==> config.mk <==
export PLATFORM = sky130hd
export DESIGN_NAME = bat_ram_arbiter
export DESIGN_NICKNAME = d
export VERILOG_FILES = /design/src/rtl/bat_ram_arbiter.sv
export SDC_FILE = /design/constraint.sdc
export NUM_CORES = 1
export LEC_CHECK = 0
export ABC_CLOCK_PERIOD_IN_PS = 1800
export BUFFER_PORTS_ARGS = -buffer_cell sky130_fd_sc_hd__buf_2
export CORE_UTILIZATION = 40
export DETAILED_ROUTE_END_ITERATION = 10
export PLACE_DENSITY = 0.77
export SYNTH_ARGS = -nofsm -noshare
export SYNTH_HDL_FRONTEND = slang
export SYNTH_SLANG_ARGS = --single-unit
==> constraint.sdc <==
create_clock -name CLK -period 1.8 [get_ports CLK]
set_input_delay 0.36 -clock CLK [delete_from_list [all_inputs] [get_ports CLK]]
set_output_delay 0.36 -clock CLK [all_outputs]
set_load 0.02 [all_outputs]
==> src/rtl/bat_ram_arbiter.sv <==
// bat_ram_arbiter
// Shares one single-port synchronous RAM between the CPU controller and the
// external loader/debug port. Each access takes three cycles (IDLE, ACCESS,
// COMPLETE). HALT blocks new CPU grants so the external port owns memory.
//
// Optional feature macro: BAT_ARB_ROUND_ROBIN_EN
//   defined   : when both ports are eligible, the port not granted last wins
//   undefined : fixed priority CPU > EXT, with EXT forced in once the CPU has
//               been granted STARVE_LIMIT times in a row while EXT waited
//
// state        | meaning
// ST_IDLE      | nothing in flight; requests sampled and winner latched on the edge
// ST_ACCESS    | RAM_EN high for the latched access (only cycle it is high)
// ST_COMPLETE  | winner's ACK high, read data presented on its RDATA

module bat_ram_arbiter #(
    parameter int ADDR_W       = 16,
    parameter int DATA_W       = 16,
    parameter int STARVE_LIMIT = 4
) (
    input  logic              CLK,
    input  logic              RST,
    input  logic              HALT,
    input  logic              CPU_REQ,
    input  logic              CPU_RW,
    input  logic [ADDR_W-1:0] CPU_ADDR,
    input  logic [DATA_W-1:0] CPU_WDATA,
    output logic [DATA_W-1:0] CPU_RDATA,
    output logic              CPU_ACK,
    input  logic              EXT_REQ,
    input  logic              EXT_RAM_RW,
    input  logic [ADDR_W-1:0] EXT_ADDR,
    input  logic [DATA_W-1:0] EXT_WDATA,
    output logic [DATA_W-1:0] EXT_RDATA,
    output logic              EXT_ACK,
    output logic              RAM_EN,
    output logic              RAM_RW,
    output logic [ADDR_W-1:0] RAM_ADDR,
    output logic [DATA_W-1:0] RAM_WDATA,
    input  logic [DATA_W-1:0] RAM_RDATA,
    output logic [1:0]        GRANT
);

    typedef enum logic [1:0] {
        ST_IDLE     = 2'd0,
        ST_ACCESS   = 2'd1,
        ST_COMPLETE = 2'd2
    } state_t;

    localparam logic [1:0] GNT_NONE = 2'b00;
    localparam logic [1:0] GNT_CPU  = 2'b01;
    localparam logic [1:0] GNT_EXT  = 2'b10;

    state_t            state_q, state_d;
    logic [1:0]        grant_q, grant_d;
    logic              ram_en_q, ram_en_d;
    logic              ram_rw_q, ram_rw_d;
    logic [ADDR_W-1:0] ram_addr_q, ram_addr_d;
    logic [DATA_W-1:0] ram_wdata_q, ram_wdata_d;
    logic              cpu_ack_q, cpu_ack_d;
    logic              ext_ack_q, ext_ack_d;
    logic [DATA_W-1:0] cpu_rdata_q, cpu_rdata_d;
    logic [DATA_W-1:0] ext_rdata_q, ext_rdata_d;

    logic cpu_elig;
    logic ext_elig;
    logic pick_cpu;
    logic pick_ext;

`ifdef BAT_ARB_ROUND_ROBIN_EN
    logic last_ext_q, last_ext_d;
`else
    localparam logic [7:0] STARVE_MAX = 8'hFF;
    localparam logic [7:0] STARVE_LIM = 8'(STARVE_LIMIT);
    logic [7:0] starve_q, starve_d;
`endif

    // Eligibility and winner selection for the current IDLE sample.
    always_comb begin
        cpu_elig = CPU_REQ & ~HALT;
        ext_elig = EXT_REQ;
`ifdef BAT_ARB_ROUND_ROBIN_EN
        // With both eligible, EXT wins only if the CPU was granted last.
        pick_ext = ext_elig & (~cpu_elig | ~last_ext_q);
`else
        // CPU normally wins; EXT is forced in once the starve count hits the limit.
        pick_ext = ext_elig & (~cpu_elig | (starve_q >= STARVE_LIM));
`endif
        pick_cpu = cpu_elig & ~pick_ext;
    end

`ifdef BAT_ARB_ROUND_ROBIN_EN
    // Remember which port took the most recent grant.
    always_comb begin
        last_ext_d = last_ext_q;
        if (state_q == ST_IDLE) begin
            if (pick_ext) begin
                last_ext_d = 1'b1;
            end else if (pick_cpu) begin
                last_ext_d = 1'b0;
            end
        end
    end

    // Last-grant register; resets to EXT so the CPU wins the first contest.
    always_ff @(posedge CLK or negedge RST) begin
        if (!RST) begin
            last_ext_q <= 1'b1;
        end else begin
            last_ext_q <= last_ext_d;
        end
    end
`else
    // Starve count only moves on IDLE samples; it saturates rather than wraps.
    always_comb begin
        starve_d = starve_q;
        if (state_q == ST_IDLE) begin
            if (pick_ext || !EXT_REQ) begin
                starve_d = '0;
            end else if (pick_cpu && (starve_q != STARVE_MAX)) begin
                starve_d = starve_q + 8'd1;
            end
        end
    end

    // Starve count register.
    always_ff @(posedge CLK or negedge RST) begin
        if (!RST) begin
            starve_q <= '0;
        end else begin
            starve_q <= starve_d;
        end
    end
`endif

    // Next state and next registered outputs.
    always_comb begin
        state_d     = state_q;
        grant_d     = grant_q;
        ram_en_d    = 1'b0;
        ram_rw_d    = ram_rw_q;
        ram_addr_d  = ram_addr_q;
        ram_wdata_d = ram_wdata_q;
        cpu_ack_d   = 1'b0;
        ext_ack_d   = 1'b0;
        cpu_rdata_d = cpu_rdata_q;
        ext_rdata_d = ext_rdata_q;

        case (state_q)
            ST_IDLE: begin
                grant_d = GNT_NONE;
                if (pick_cpu) begin
                    grant_d     = GNT_CPU;
                    ram_en_d    = 1'b1;
                    ram_rw_d    = CPU_RW;
                    ram_addr_d  = CPU_ADDR;
                    ram_wdata_d = CPU_WDATA;
                    state_d     = ST_ACCESS;
                end else if (pick_ext) begin
                    grant_d     = GNT_EXT;
                    ram_en_d    = 1'b1;
                    ram_rw_d    = EXT_RAM_RW;
                    ram_addr_d  = EXT_ADDR;
                    ram_wdata_d = EXT_WDATA;
                    state_d     = ST_ACCESS;
                end
            end

            ST_ACCESS: begin
                // Writes leave RDATA untouched; only reads capture the RAM bus.
                state_d = ST_COMPLETE;
                if (grant_q == GNT_CPU) begin
                    cpu_ack_d = 1'b1;
                    if (ram_rw_q) begin
                        cpu_rdata_d = RAM_RDATA;
                    end
                end else if (grant_q == GNT_EXT) begin
                    ext_ack_d = 1'b1;
                    if (ram_rw_q) begin
                        ext_rdata_d = RAM_RDATA;
                    end
                end
            end

            ST_COMPLETE: begin
                // No bypass: always pass through IDLE before the next grant.
                state_d = ST_IDLE;
                grant_d = GNT_NONE;
            end

            default: begin
                state_d = ST_IDLE;
                grant_d = GNT_NONE;
            end
        endcase
    end

    // State and output registers; reset kills any in-flight access at once.
    always_ff @(posedge CLK or negedge RST) begin
        if (!RST) begin
            state_q     <= ST_IDLE;
            grant_q     <= GNT_NONE;
            ram_en_q    <= 1'b0;
            ram_rw_q    <= 1'b0;
            ram_addr_q  <= '0;
            ram_wdata_q <= '0;
            cpu_ack_q   <= 1'b0;
            ext_ack_q   <= 1'b0;
            cpu_rdata_q <= '0;
            ext_rdata_q <= '0;
        end else begin
            state_q     <= state_d;
            grant_q     <= grant_d;
            ram_en_q    <= ram_en_d;
            ram_rw_q    <= ram_rw_d;
            ram_addr_q  <= ram_addr_d;
            ram_wdata_q <= ram_wdata_d;
            cpu_ack_q   <= cpu_ack_d;
            ext_ack_q   <= ext_ack_d;
            cpu_rdata_q <= cpu_rdata_d;
            ext_rdata_q <= ext_rdata_d;
        end
    end

    assign GRANT     = grant_q;
    assign RAM_EN    = ram_en_q;
    assign RAM_RW    = ram_rw_q;
    assign RAM_ADDR  = ram_addr_q;
    assign RAM_WDATA = ram_wdata_q;
    assign CPU_ACK   = cpu_ack_q;
    assign EXT_ACK   = ext_ack_q;
    assign CPU_RDATA = cpu_rdata_q;
    assign EXT_RDATA = ext_rdata_q;

endmodule

==> metrics.csv <==
metric,value,unit
status,finished clean,
synthesized area per cell,11.1,um^2
Routed met2 length,3900,um
layout cell share with drive strength beyond 1,0.478,
post-DR vias/cell,4.89,
Worst Hold Class,in2async,
CP startpoint kind,flip-flop,
Area after DPL,4350,um^2
M1 wire length,3350,um
maximum vdd drop,0.000750,V
Clock Power Share,0.185,
First DRT Iteration DRCs,68,
P_sw,3.06,mW
required time of the critical path,2.06,ns
final worst slack,0.0681,ns
setup TNS,0,ns
max-slew violations,0,
largest net degree at the start of global routing,81,
post_cts resized,0,
IO Pins,157,
vias in the first global route,2670,
#FFs+latches synth,80,
Port-buffer cells,156,
Post-DRT Antenna Nets,0,
final worst-path cycle share,0.962,
# nets final,564,
Tmin final,1.73,ns
Initial DRT Pass Iterations,4,
post-detail-place hpwl,5680,um
Worst setup EP type,flip-flop,
Initial Util,0.414,
Post-Layout Inst Area,4640,um^2
drt total wl,7860,um
depth of the CTS H-tree,3,
DP Worst Slack,0.0524,ns
# hold bufs at CTS,0,
WL per Instance,13.5,um
Sink Count,80,
Ys Warns,0,
Vias,2853,
total gr overflow,0,
Leakage,2.32,nW
Worst Path Max Fanout,10,
switching fraction of total power,0.395,
routability cong.,0.781,
Internal Pwr Total,4.69,mW
post-synthesis cell type count,32,
CTS tree,done,
total power,7.75,mW
number of synthesized flops with an enable pin,0,
first-pass GRT wire length,12100,um
Skew-Pair Late Insertion Delay,0.34,ns
Slew headroom,0.722,
CTS Root Cell,clkbuf_8,
sequential fraction of the synthesis area,0.589,
max-cap viol count,0,
Post-synth top flop,dfrtp_1,
Die Width,94.2,um
Antenna diodes,0,
Syn Nets,396,
Die ar.,8870,um^2
Max Used Layer,met4,
Power Dens Cells,1670,nW/um^2
CTS max path bufs,2,
clk slew on worst S/H paths,0.08,ns
FP Rows,33,
Max Clock Skew,0.0106,ns
Die Ht,94.2,um
WS Path Type,reg2reg,
f_max,577,MHz
final hold vios,0,
drc violations,0,
initial antenna violation count,0,
sequential share of power,0.385,
CTS Buf Count,9,
post-synthesis cell area,3400,um^2
Post-synth ARST share,1.00,
Post-CTS Setup Repair Bufs,0,
GRT Total Usage,0.176,
met3 WL,522,um
# setup viols final,0,
Core Box Area,8220,um^2
Comb pwr share,0.430,
Slew @ Worst Pin,0.417,ns
Worst Path Arrival,1.99,ns
P&R area growth vs syn,36.6,%
Post-Syn Instances,307,
-- flip-flops by register name (all words and copies together) (netlist names) --
register and count:
CPU_ACK 1, EXT_ACK 1, CPU_RDATA 16, RAM_EN 1, RAM_ADDR 16, state_q 2
EXT_RDATA 16, RAM_RW 1, RAM_WDATA 16, GRANT 2, starve_q 8
-- stage by stage --
| step | util | instances | hold WS [ns] |
|---|---|---|---|
| after floorplan | - | 307 | 0.0644 |
| after global placement | 0.529 | 565 | 0.411 |
| after detailed placement | 0.529 | 565 | 0.418 |
| after CTS | 0.556 | 580 | 0.0408 |
| after global routing | 0.565 | 584 | 0.0430 |
| final | 0.565 | 584 | 0.0231 |
-- synthesized netlist by cell type (all sizes together) (2+ instances only) --
library cell  count  share of area
dfrtp            80           0.59
nand2            68          0.075
nor2             44          0.050
a31oi            34          0.063
mux2             32           0.11
buf               9          0.028
inv               4         0.0044
a21oi             3         0.0044
nand2b            3         0.0055
o21a              3         0.0066
o21ai             3         0.0077
and3              2         0.0041
clkbuf            2         0.0022
dlygate4sd1       2         0.0052
dlymetal6s2s      2         0.0074
ha                2         0.0074
nor2b             2         0.0037
or3b              2         0.0052
-- cell type report --
| class | count | area (um^2) |
|---|---|---|
| Clock buffer | 9 | 124 |
| Clock inverter | 6 | 93.8 |
| Fill cell | 720 | 3570 |
| Inverter | 4 | 15.0 |
| Multi-Input combinational cell | 208 | 1240 |
| Sequential cell | 80 | 2000 |
| Tap cell | 105 | 131 |
| Timing Repair Buffer | 172 | 1040 |
-- critical path, stage by stage (launching register included) --
cell and delay (ns):
dfrtp_1 0.41, or4_4 0.57, o21ai_4 0.16, buf_12 0.15, clkbuf_16 0.15, nand2_1 0.06, a31oi_1 0.15
-- power groups by stage --
stage | Sequential [mW] | Combinational (mW) | Clock, mW
floorplan | 3.93 | 1.19 | 0
global placement | 2.98 | 3.26 | 0
CTS | 3.00 | 3.35 | 1.48
global route | 3.10 | 3.61 | 1.55
finish | 2.99 | 3.33 | 1.43
detailed placement | 3.02 | 3.35 | 0
-- per-layer routing --
metal  track usage  vias up
met4        0.0667        0
met2         0.304      114
met1         0.215     1348
met5             0        -
met3        0.0372        8
li1              -     1383
-- placed cells by master, fill, tap and decap left out, drive strengths merged, types with 2 or more instances in the layout --
cell      n
nor2b     2
and3      2
a21oi     3
inv       5
clkinv    2
or3b      2
buf     170
bufinv    2
ha        2
mux2     32
a31oi    34
o21a      3
clkbuf   11
nor2     44
nand2b    3
dfrtp    80
o21ai     3
nand2    68
-- worst paths after layout --
kind,end,slack (ns),from,cells past startpoint
max reg2reg,RAM_ADDR[12],0.07,starve_q[4],6
min in group CLK,RAM_WDATA[8],0.26,CPU_WDATA[8],3
min reg2reg,GRANT[0],0.50,state_q[1],1
max in group asynchronous,RAM_WDATA[3],1.44,RST,2
max,RAM_ADDR[12],0.07,starve_q[4],6
min,CPU_RDATA[4],0.02,RST,2
-- cells by family (layout without fill, tap and decap cells) --
kind of cell	count (synthesis)	count (layout)	synth area share
AOI/OAI and AO/OA	47	47	0.0909
adders and majority gates	2	2	0.00736
buffers and inverters	19	191	0.0468
DFF	80	80	0.589
muxes	33	33	0.109
and+or+nand+nor	126	126	0.157
Note: power is estimated with default switching activity, not from simulation.
